==> src/rtl/hazard_ctrl.sv <==
// Pipeline hazard controller: D/E/M/W decode, stall/flush and forwarding selects.
// Optional HAZ_MDU_EN adds the multiply/divide busy counter and its stall.
module hazard_ctrl (
  input  logic        clk,
  input  logic        reset,
  input  logic [31:0] InstrD,
  input  logic [31:0] InstrE,
  input  logic [31:0] InstrM,
  input  logic [31:0] InstrW,
  output logic        Stall,
  output logic        FlushE,
  output logic [1:0]  ForwardRSD,
  output logic [1:0]  ForwardRTD,
  output logic [1:0]  ForwardRSE,
  output logic [1:0]  ForwardRTE,
  output logic        ForwardRTM,
  output logic        MDBusy
);

  typedef struct packed {
    logic [4:0] rs;
    logic [4:0] rt;
    logic [4:0] rd;
    logic [4:0] wr;
    logic       link;
    logic [1:0] tnew_e;
    logic [1:0] tnew_m;
    logic       use_rs;
    logic       use_rt;
    logic [1:0] tuse_rs;
    logic [1:0] tuse_rt;
    logic       md;
    logic       md_div;
    logic       mf;
    logic       mt;
    logic       mtc0;
    logic       eret;
    logic       store;
  } dec_t;

  function automatic dec_t decode(input logic [31:0] instr);
    dec_t       d;
    logic [5:0] op;
    logic [5:0] fn;
    logic       cal_r, cal_i, load, br2, branch, jr, jalr, jal, bgezal, mfc0;
    op = instr[31:26];
    fn = instr[5:0];
    d = '0;
    d.rs = instr[25:21];
    d.rt = instr[20:16];
    d.rd = instr[15:11];

    cal_r  = (op == 6'h00) && (fn inside {6'h00, 6'h02, 6'h03, 6'h04, 6'h06, 6'h07,
                                         6'h20, 6'h21, 6'h22, 6'h23, 6'h24, 6'h25,
                                         6'h26, 6'h27, 6'h2a, 6'h2b});
    jr     = (op == 6'h00) && (fn == 6'h08);
    jalr   = (op == 6'h00) && (fn == 6'h09);
    d.mf   = (op == 6'h00) && (fn inside {6'h10, 6'h12});
    d.mt   = (op == 6'h00) && (fn inside {6'h11, 6'h13});
    d.md   = (op == 6'h00) && (fn inside {6'h18, 6'h19, 6'h1a, 6'h1b});
    d.md_div = d.md && fn[1];
    cal_i  = op inside {6'h09, 6'h0a, 6'h0b, 6'h0c, 6'h0d, 6'h0e, 6'h0f};
    load   = op inside {6'h20, 6'h21, 6'h23, 6'h24, 6'h25};
    d.store = op inside {6'h28, 6'h29, 6'h2b};
    br2    = op inside {6'h04, 6'h05};
    bgezal = (op == 6'h01) && (d.rt == 5'h11);
    branch = br2 || (op inside {6'h06, 6'h07}) ||
             ((op == 6'h01) && (d.rt inside {5'h00, 5'h01, 5'h11}));
    jal    = (op == 6'h03);
    mfc0   = (op == 6'h10) && (d.rs == 5'h00);
    d.mtc0 = (op == 6'h10) && (d.rs == 5'h04);
    d.eret = (op == 6'h10) && (d.rs == 5'h10) && (fn == 6'h18);

    if (cal_r || jalr || d.mf)      d.wr = d.rd;
    else if (cal_i || load || mfc0) d.wr = d.rt;
    else if (jal || bgezal)         d.wr = 5'd31;
    d.link = jal || jalr || bgezal;

    if (load || mfc0)                d.tnew_e = 2'd2;
    else if (cal_r || cal_i || d.mf) d.tnew_e = 2'd1;
    d.tnew_m = (load || mfc0) ? 2'd1 : 2'd0;

    // Only beq/bne read rt; the regimm rt field is a sub-opcode, not a register.
    if (branch || jr || jalr) begin
      d.use_rs = 1'b1;
      d.use_rt = br2;
    end else if (cal_r || d.md) begin
      d.use_rs  = 1'b1;
      d.use_rt  = 1'b1;
      d.tuse_rs = 2'd1;
      d.tuse_rt = 2'd1;
    end else if (cal_i || load || d.store || d.mt) begin
      d.use_rs  = 1'b1;
      d.tuse_rs = 2'd1;
      d.use_rt  = d.store;
      d.tuse_rt = 2'd2;
    end else if (d.mtc0) begin
      d.use_rt  = 1'b1;
      d.tuse_rt = 2'd2;
    end
    return d;
  endfunction

  // A Tuse 0 source cannot take an E-stage value at all, so any E match stalls.
  function automatic logic src_stall(input logic used, input logic [4:0] r,
                                     input logic [1:0] tuse, input dec_t e, input dec_t m);
    return used && (r != 5'd0) &&
           (((r == e.wr) && ((tuse == 2'd0) || (e.tnew_e > tuse))) ||
            ((r == m.wr) && (m.tnew_m > tuse)));
  endfunction

  function automatic logic [1:0] fwd_m(input logic used, input logic [4:0] r, input dec_t m);
    if (used && (r != 5'd0) && (r == m.wr) && (m.tnew_m == 2'd0))
      return m.link ? 2'b10 : 2'b01;
    return 2'b00;
  endfunction

  function automatic logic [1:0] fwd_e(input logic used, input logic [4:0] r,
                                       input dec_t m, input dec_t w);
    logic [1:0] sel;
    sel = fwd_m(used, r, m);
    if ((sel == 2'b00) && used && (r != 5'd0) && (r == w.wr))
      sel = 2'b11;
    return sel;
  endfunction

  dec_t d_d, d_e, d_m, d_w;
  logic data_stall, eret_stall, md_stall;
  logic unused_sink;

  always_comb begin
    d_d = decode(InstrD);
    d_e = decode(InstrE);
    d_m = decode(InstrM);
    d_w = decode(InstrW);
  end

  always_comb begin
    data_stall = src_stall(d_d.use_rs, d_d.rs, d_d.tuse_rs, d_e, d_m) ||
                 src_stall(d_d.use_rt, d_d.rt, d_d.tuse_rt, d_e, d_m);
    eret_stall = d_d.eret && ((d_e.mtc0 && (d_e.rd == 5'd14)) ||
                              (d_m.mtc0 && (d_m.rd == 5'd14)));
    ForwardRSD = fwd_m(d_d.use_rs, d_d.rs, d_m);
    ForwardRTD = fwd_m(d_d.use_rt, d_d.rt, d_m);
    ForwardRSE = fwd_e(d_e.use_rs, d_e.rs, d_m, d_w);
    ForwardRTE = fwd_e(d_e.use_rt, d_e.rt, d_m, d_w);
    ForwardRTM = d_m.store && (d_m.rt != 5'd0) && (d_m.rt == d_w.wr);
  end

`ifdef HAZ_MDU_EN
  logic [3:0] md_cnt;

  // A new md in E reloads even while counting; the load beats the decrement.
  always_ff @(posedge clk) begin
    if (reset)                md_cnt <= '0;
    else if (d_e.md)          md_cnt <= d_e.md_div ? 4'd10 : 4'd5;
    else if (md_cnt != 4'd0)  md_cnt <= md_cnt - 4'd1;
  end

  always_comb begin
    MDBusy      = (md_cnt != 4'd0) || d_e.md;
    unused_sink = ^{d_d, d_e, d_m, d_w};
  end
`else
  always_comb begin
    MDBusy      = 1'b0;
    unused_sink = ^{clk, reset, d_d, d_e, d_m, d_w};
  end
`endif

  always_comb begin
    md_stall = (d_d.md || d_d.mf || d_d.mt) && MDBusy;
    Stall    = data_stall || eret_stall || md_stall;
    FlushE   = Stall;
  end

endmodule

==> config.mk <==
export PLATFORM = sky130hd
export DESIGN_NAME = hazard_ctrl
export DESIGN_NICKNAME = d
export VERILOG_FILES = /design/src/rtl/hazard_ctrl.sv
export SDC_FILE = /design/constraint.sdc
export NUM_CORES = 1
export LEC_CHECK = 0
export CORE_ASPECT_RATIO = 1.1
export CORE_MARGIN = 5
export CORE_UTILIZATION = 41
export DETAILED_ROUTE_END_ITERATION = 7
export MAX_ROUTING_LAYER = met4
export PLACE_DENSITY = 0.95
export SKIP_LAST_GASP = 1
export SYNTH_ARGS = -nofsm -noshare
export SYNTH_HDL_FRONTEND = slang
export SYNTH_SLANG_ARGS = --single-unit
==> constraint.sdc <==
create_clock -name vclk -period 4.7
set_input_delay 0.47 -clock vclk [all_inputs]
set_output_delay 0.47 -clock vclk [all_outputs]
set_load 0.03 [all_outputs]
# Word level (Yosys, flattened, before mapping)
# Cells that the tools add are included.
# totals
elab_cells,382
register_bits,0
out_inout_bits,12
# classes
n_mux,44
reduce_logical,153
eq_ne,181
magnitude_cmp,4
# op_table
cell,n
== test 6 bit (second input constant),69
== test 6 x 4 -> 1 bit (second input constant),34
== test 6 x 5 -> 1 bit (second input constant),22
== test 6 x 3 -> 1 bit (second input constant),20
== test 6 x 2 -> 1 bit (second input constant),11
nonzero test 16 bit,4
logical AND 1 bit,59
zero test 6 bit,8
== test 5 bit,9
2-to-1 mux 5 bit,9
nonzero test 5 bit,9
logical OR 1 bit,43
2-to-1 mux 2 bit,18
nonzero test 7 bit,4
== test 5 bit (second input constant),5
zero test 5 bit,5
== test 6 x 1 -> 1 bit (second input constant),4
nonzero test 2 bit,9
== test 5 x 3 -> 1 bit (second input constant),3
nonzero test 3 bit,5
2-to-1 mux 1 bit,14
2-to-1 mux 6 bit,2
== test 5 x 1 -> 1 bit (second input constant),2
== test 5 x 4 -> 1 bit (second input constant),2
5 further kinds,12

# Logic depth before layout (Yosys ltp)
# logic_depth
ltp_word,18
depth_mapped,13

# Worst setup path before layout
# Ideal clock, no wire load.
# synth_path
kind,input to output
from,input port InstrD[27]
to,output port Stall
stages,13
t_required_ns,4.230
setup_slack_ns,1.257
arrival_ns,2.973
path_buffers,1
cell_sequence,or3_1 nor4b_1 nand4b_1 nand3_1 inv_1 ha_1 nor2b_1 o21ai_0 o21ai_0 nand3_1 o22ai_1 a2111o_1 buf_4
# synth_via
elab_chain_len,15
# synth_lines
item,line_no,text
"start, declared",6,"input logic [31:0] InstrD,"
== test 6 x 4 -> 1 bit or == test 6 bit (tied branches),"62, 63",
nonzero test 7 bit or nonzero test 5 bit (tied branches),"62, 63",
logical OR 1 bit (3 in a row),92,end else if (cal_i || load || d.store || d.mt) begin
2-to-1 mux 1 bit or 2-to-1 mux 2 bit (tied branches),92,
2-to-1 mux 6 bit,87,end else if (cal_r || d.md) begin
2-to-1 mux 4 bit,84,if (branch || jr || jalr) begin
> comparator 2 bit or zero test 2 bit (tied branches),108,(((r == e.wr) && ((tuse == 2'd0) || (e.tnew_e > tuse))) ||
logical OR 1 bit,108,
logical AND 1 bit,108,
logical OR 1 bit,108,
logical AND 1 bit,107,return used && (r != 5'd0) &&
logical OR 1 bit,139,"data_stall = src_stall(d_d.use_rs, d_d.rs, d_d.tuse_rs, d_e, d_m) ||"
logical OR 1 bit *,173,Stall = data_stall || eret_stall || md_stall;
"end, declared",10,"output logic Stall,"
# Mark *: on every way between the ends. The rest lies on a longest branch, timed or not.

# Final worst setup path
# layout_path
from,input port InstrD[26]
to,output port FlushE
# layout_via
elab_chain_len,15
# layout_lines
item,line_no,text
== test 6 x 4 -> 1 bit or == test 6 bit (tied branches),"62, 63",
nonzero test 7 bit or nonzero test 5 bit (tied branches),"62, 63",
logical OR 1 bit (3 in a row),92,
2-to-1 mux 1 bit or 2-to-1 mux 2 bit (tied branches),92,
2-to-1 mux 6 bit,87,
2-to-1 mux 4 bit,84,
> comparator 2 bit or zero test 2 bit (tied branches),108,
logical OR 1 bit,108,
logical AND 1 bit,108,
logical OR 1 bit,108,
logical AND 1 bit,107,
logical OR 1 bit,139,
logical OR 1 bit *,173,
"end, declared",11,"output logic FlushE,"
# Marked as above.

==> impl_metrics.csv <==
group,metric,value,unit
outcome,status,"complete, no violations",
worst_setup_path,cp-end-kind,"output pin",
cells_and_area,clkbuf_count,0,
routing,drc,0,
die,ioPinCount,142,
worst_setup_path,worstPathCellList,"clkdlybuf4s50_1 -> or3_1 -> nor4b_1 -> nand4b_1 -> nand3_1 -> inv_1 -> ha_1 -> nor2b_1 -> o21ai_0 -> o21ai_0 -> nand3_1 -> o22ai_1 -> a2111o_1 -> clkdlybuf4s50_1",
synth,post_synth_xor_area_fraction,12.03,%
cells_and_area,flops_and_latches,0,
worst_setup_path,path_buf_inv,3,
clocking,post-cts-setup-buffers,0,
worst_setup_path,critPathKind,"input pin to output pin",
cells_and_area,area_growth,57.56,%
sta,max_slew_margin,60.11,%
cells_and_area,most-common-layout-cells,"clkdlybuf4s50_1 (114), nor2_1 (20), nand2_1 (18)",
synth,synthMuxAreaShare,3.320,%
synth,syn_area_per_cell,6.722,um^2
synth,synth_fp_nets,447,
sta,grt_setup_unrepaired,"false",
pwr,peakVddDrop,35.20,uV
routing,antenna_left,0,
sta,setup_viol,0,
grt,grt_max_degree,8,
worst_setup_path,max_stage_delay,610,ps
grt,grt_usage,23.91,%
synth,yosysTopAreaCellShare,6.639,%
synth,synth_top_family_by_area,"simple AND/OR/NAND/NOR gates",
cells_and_area,n_fill_cell,446,
routing,routedWlPerCell,16.99,um
pwr,power_density,73.60,nW/um^2
grt,overflow,0,
synth,synth_area_leader_cell,"xor2_1",
die,start_util,42.22,%
worst_setup_path,critPathLaunchType,"input pin",
routing,drt_iter0_drc,266,
routing,vias,3116,
cells_and_area,layout.nets,560,
pwr,p_leak,1.241,nW
synth,yosys.area_share.simple,47.07,%
routing,vias_per_cell,6.451,
synth,synth-compound-area-share,31.36,%
grt,grt_pass1_vias,3109,
sta,finalCriticalPeriod,4496,ps
job,cap_violations,0,
hold_path,min_path_type,"input pin to output pin",
synth,synth.top_cells.by_area,"xor2_1 (6.6%), xnor2_1 (5.4%), nor4_1 (4.7%)",
sta,drv_slew,0,
die,die_x,78.41,um
die,row_count,27,
worst_setup_path,cp-startpoint,"InstrD[26]",
worst_setup_path,arrival,4030,ps
synth,seq_area_frac_synth,0,%
cells_and_area,drive_above_1_share,6.353,%
synth,synth_warnings,0,
grt,grt_first_pass_wirelength,13510,um
hold_path,min-delay-start,"InstrD[20]",
synth,synth_cells,314,
placed_design,gp_congestion,0.9701,
worst_setup_path,crit_family,"simple AND/OR/NAND/NOR gates",
cells_and_area,final_common_cell,"clkdlybuf4s50_1",
placed_design,dp_hpwl,7009,um
die,core,5000,um^2
worst_setup_path,slowest_stage,"clkdlybuf4s50_1",
worst_setup_path,cp.required,4230,ps
placed_design,port_buffers,114,
sta,fin_setup_tns,0,ps
cells_and_area,regArea,0,um^2
sta,hold_viol,0,
routing,wl,8205,um
worst_setup_path,cp_max_fo,5,
die,die_area,6685,um^2
grt,antenna_found_initial,0,
cells_and_area,n_antenna_cell,0,
pwr,power,244.8,uW
synth,ys_types,69,
sta,timing.fmax,0.2224,GHz
die,die_h,85.26,um
synth,syn_area,2111,um^2
routing,dr.pass1.iters,5,
sta,period_share,95.67,%
sta,worst_slew_pin_slew,592.1,ps
synth,synthAdderAreaFrac,1.778,%
synthesized netlist by cell type (5+ instances only):
cell type	n
a31oi_1	9
nor3b_1	7
nor4_1	16
nand4_1	11
a21oi_1	13
nor4b_1	5
nor2_1	20
nand3_1	17
xnor2_1	13
nand2_1	18
nand2b_1	11
mux2i_1	7
xor2_1	16
o21ai_0	14
and2_1	5
inv_1	15
nor2b_1	7
nor3_1	12
routing by layer:
metal  part of all wire, %  vias to the layer above  global-route usage, %
li1                      -                     1473                      -
met1                    37                     1456                  25.50
met2                    53                      165                  46.88
met3                   7.9                       22                  2.442
met4                   2.1                        0                  5.087
met5                     0                        -                      -
cells by family (layout without fill, tap and decap cells):
group           count (synthesis)  count (layout)
simple gates                  165             165
compound gates                 87              87
xor+xnor                       29              29
buf+inv                        22             133
mux                             7               7
fa+ha+maj                       3               3
other cells                     1               1
tightest hold or removal path, delay by kind of cell:
family          cells  cell delay, ps
buf+inv             3            1050
compound gates      1              60
simple gates        4             290
power by group:
group	switching (mW)	internal (mW)	leakage [nW]	total (mW)
logic	0.109	0.136	1.24	0.245
clock network	0	0	0	0
registers	0	0	0	0
path summary, 6_finish.rpt:
kind             to  slack [ps]  cells past startpoint
max          FlushE         200                     14
min   ForwardRTD[1]        2340                      8
area by class of cell:
class,instances,area (um^2),area share [%]
inverters,15,56.30,1.693
multi-input cells,292,2026,60.91
well taps,58,72.57,2.182
repair buffers,118,1171,35.21
through the flow:
stage | hold WS [ps] | area, um^2 | util, % | std cells | setup WS (ps)
after floorplan | 1243 | 2111 | - | 314 | 1257
after global placement | 2336 | 3321 | 66.42 | 483 | 268.2
after detailed placement | 2333 | 3321 | 66.42 | 483 | 232.6
after CTS | 2333 | 3321 | 66.42 | 483 | 224.1
after global routing | 2435 | 3326 | 66.52 | 483 | 16.08
final | 2344 | 3326 | 66.52 | 483 | 203.6
repair_timing:
action                                  CTS  global route
endpoints found under the setup margin    0             2
hold buffers                              0             0
resized for setup                         0             1
No activity file was read; power rests on OpenSTA's default activity.
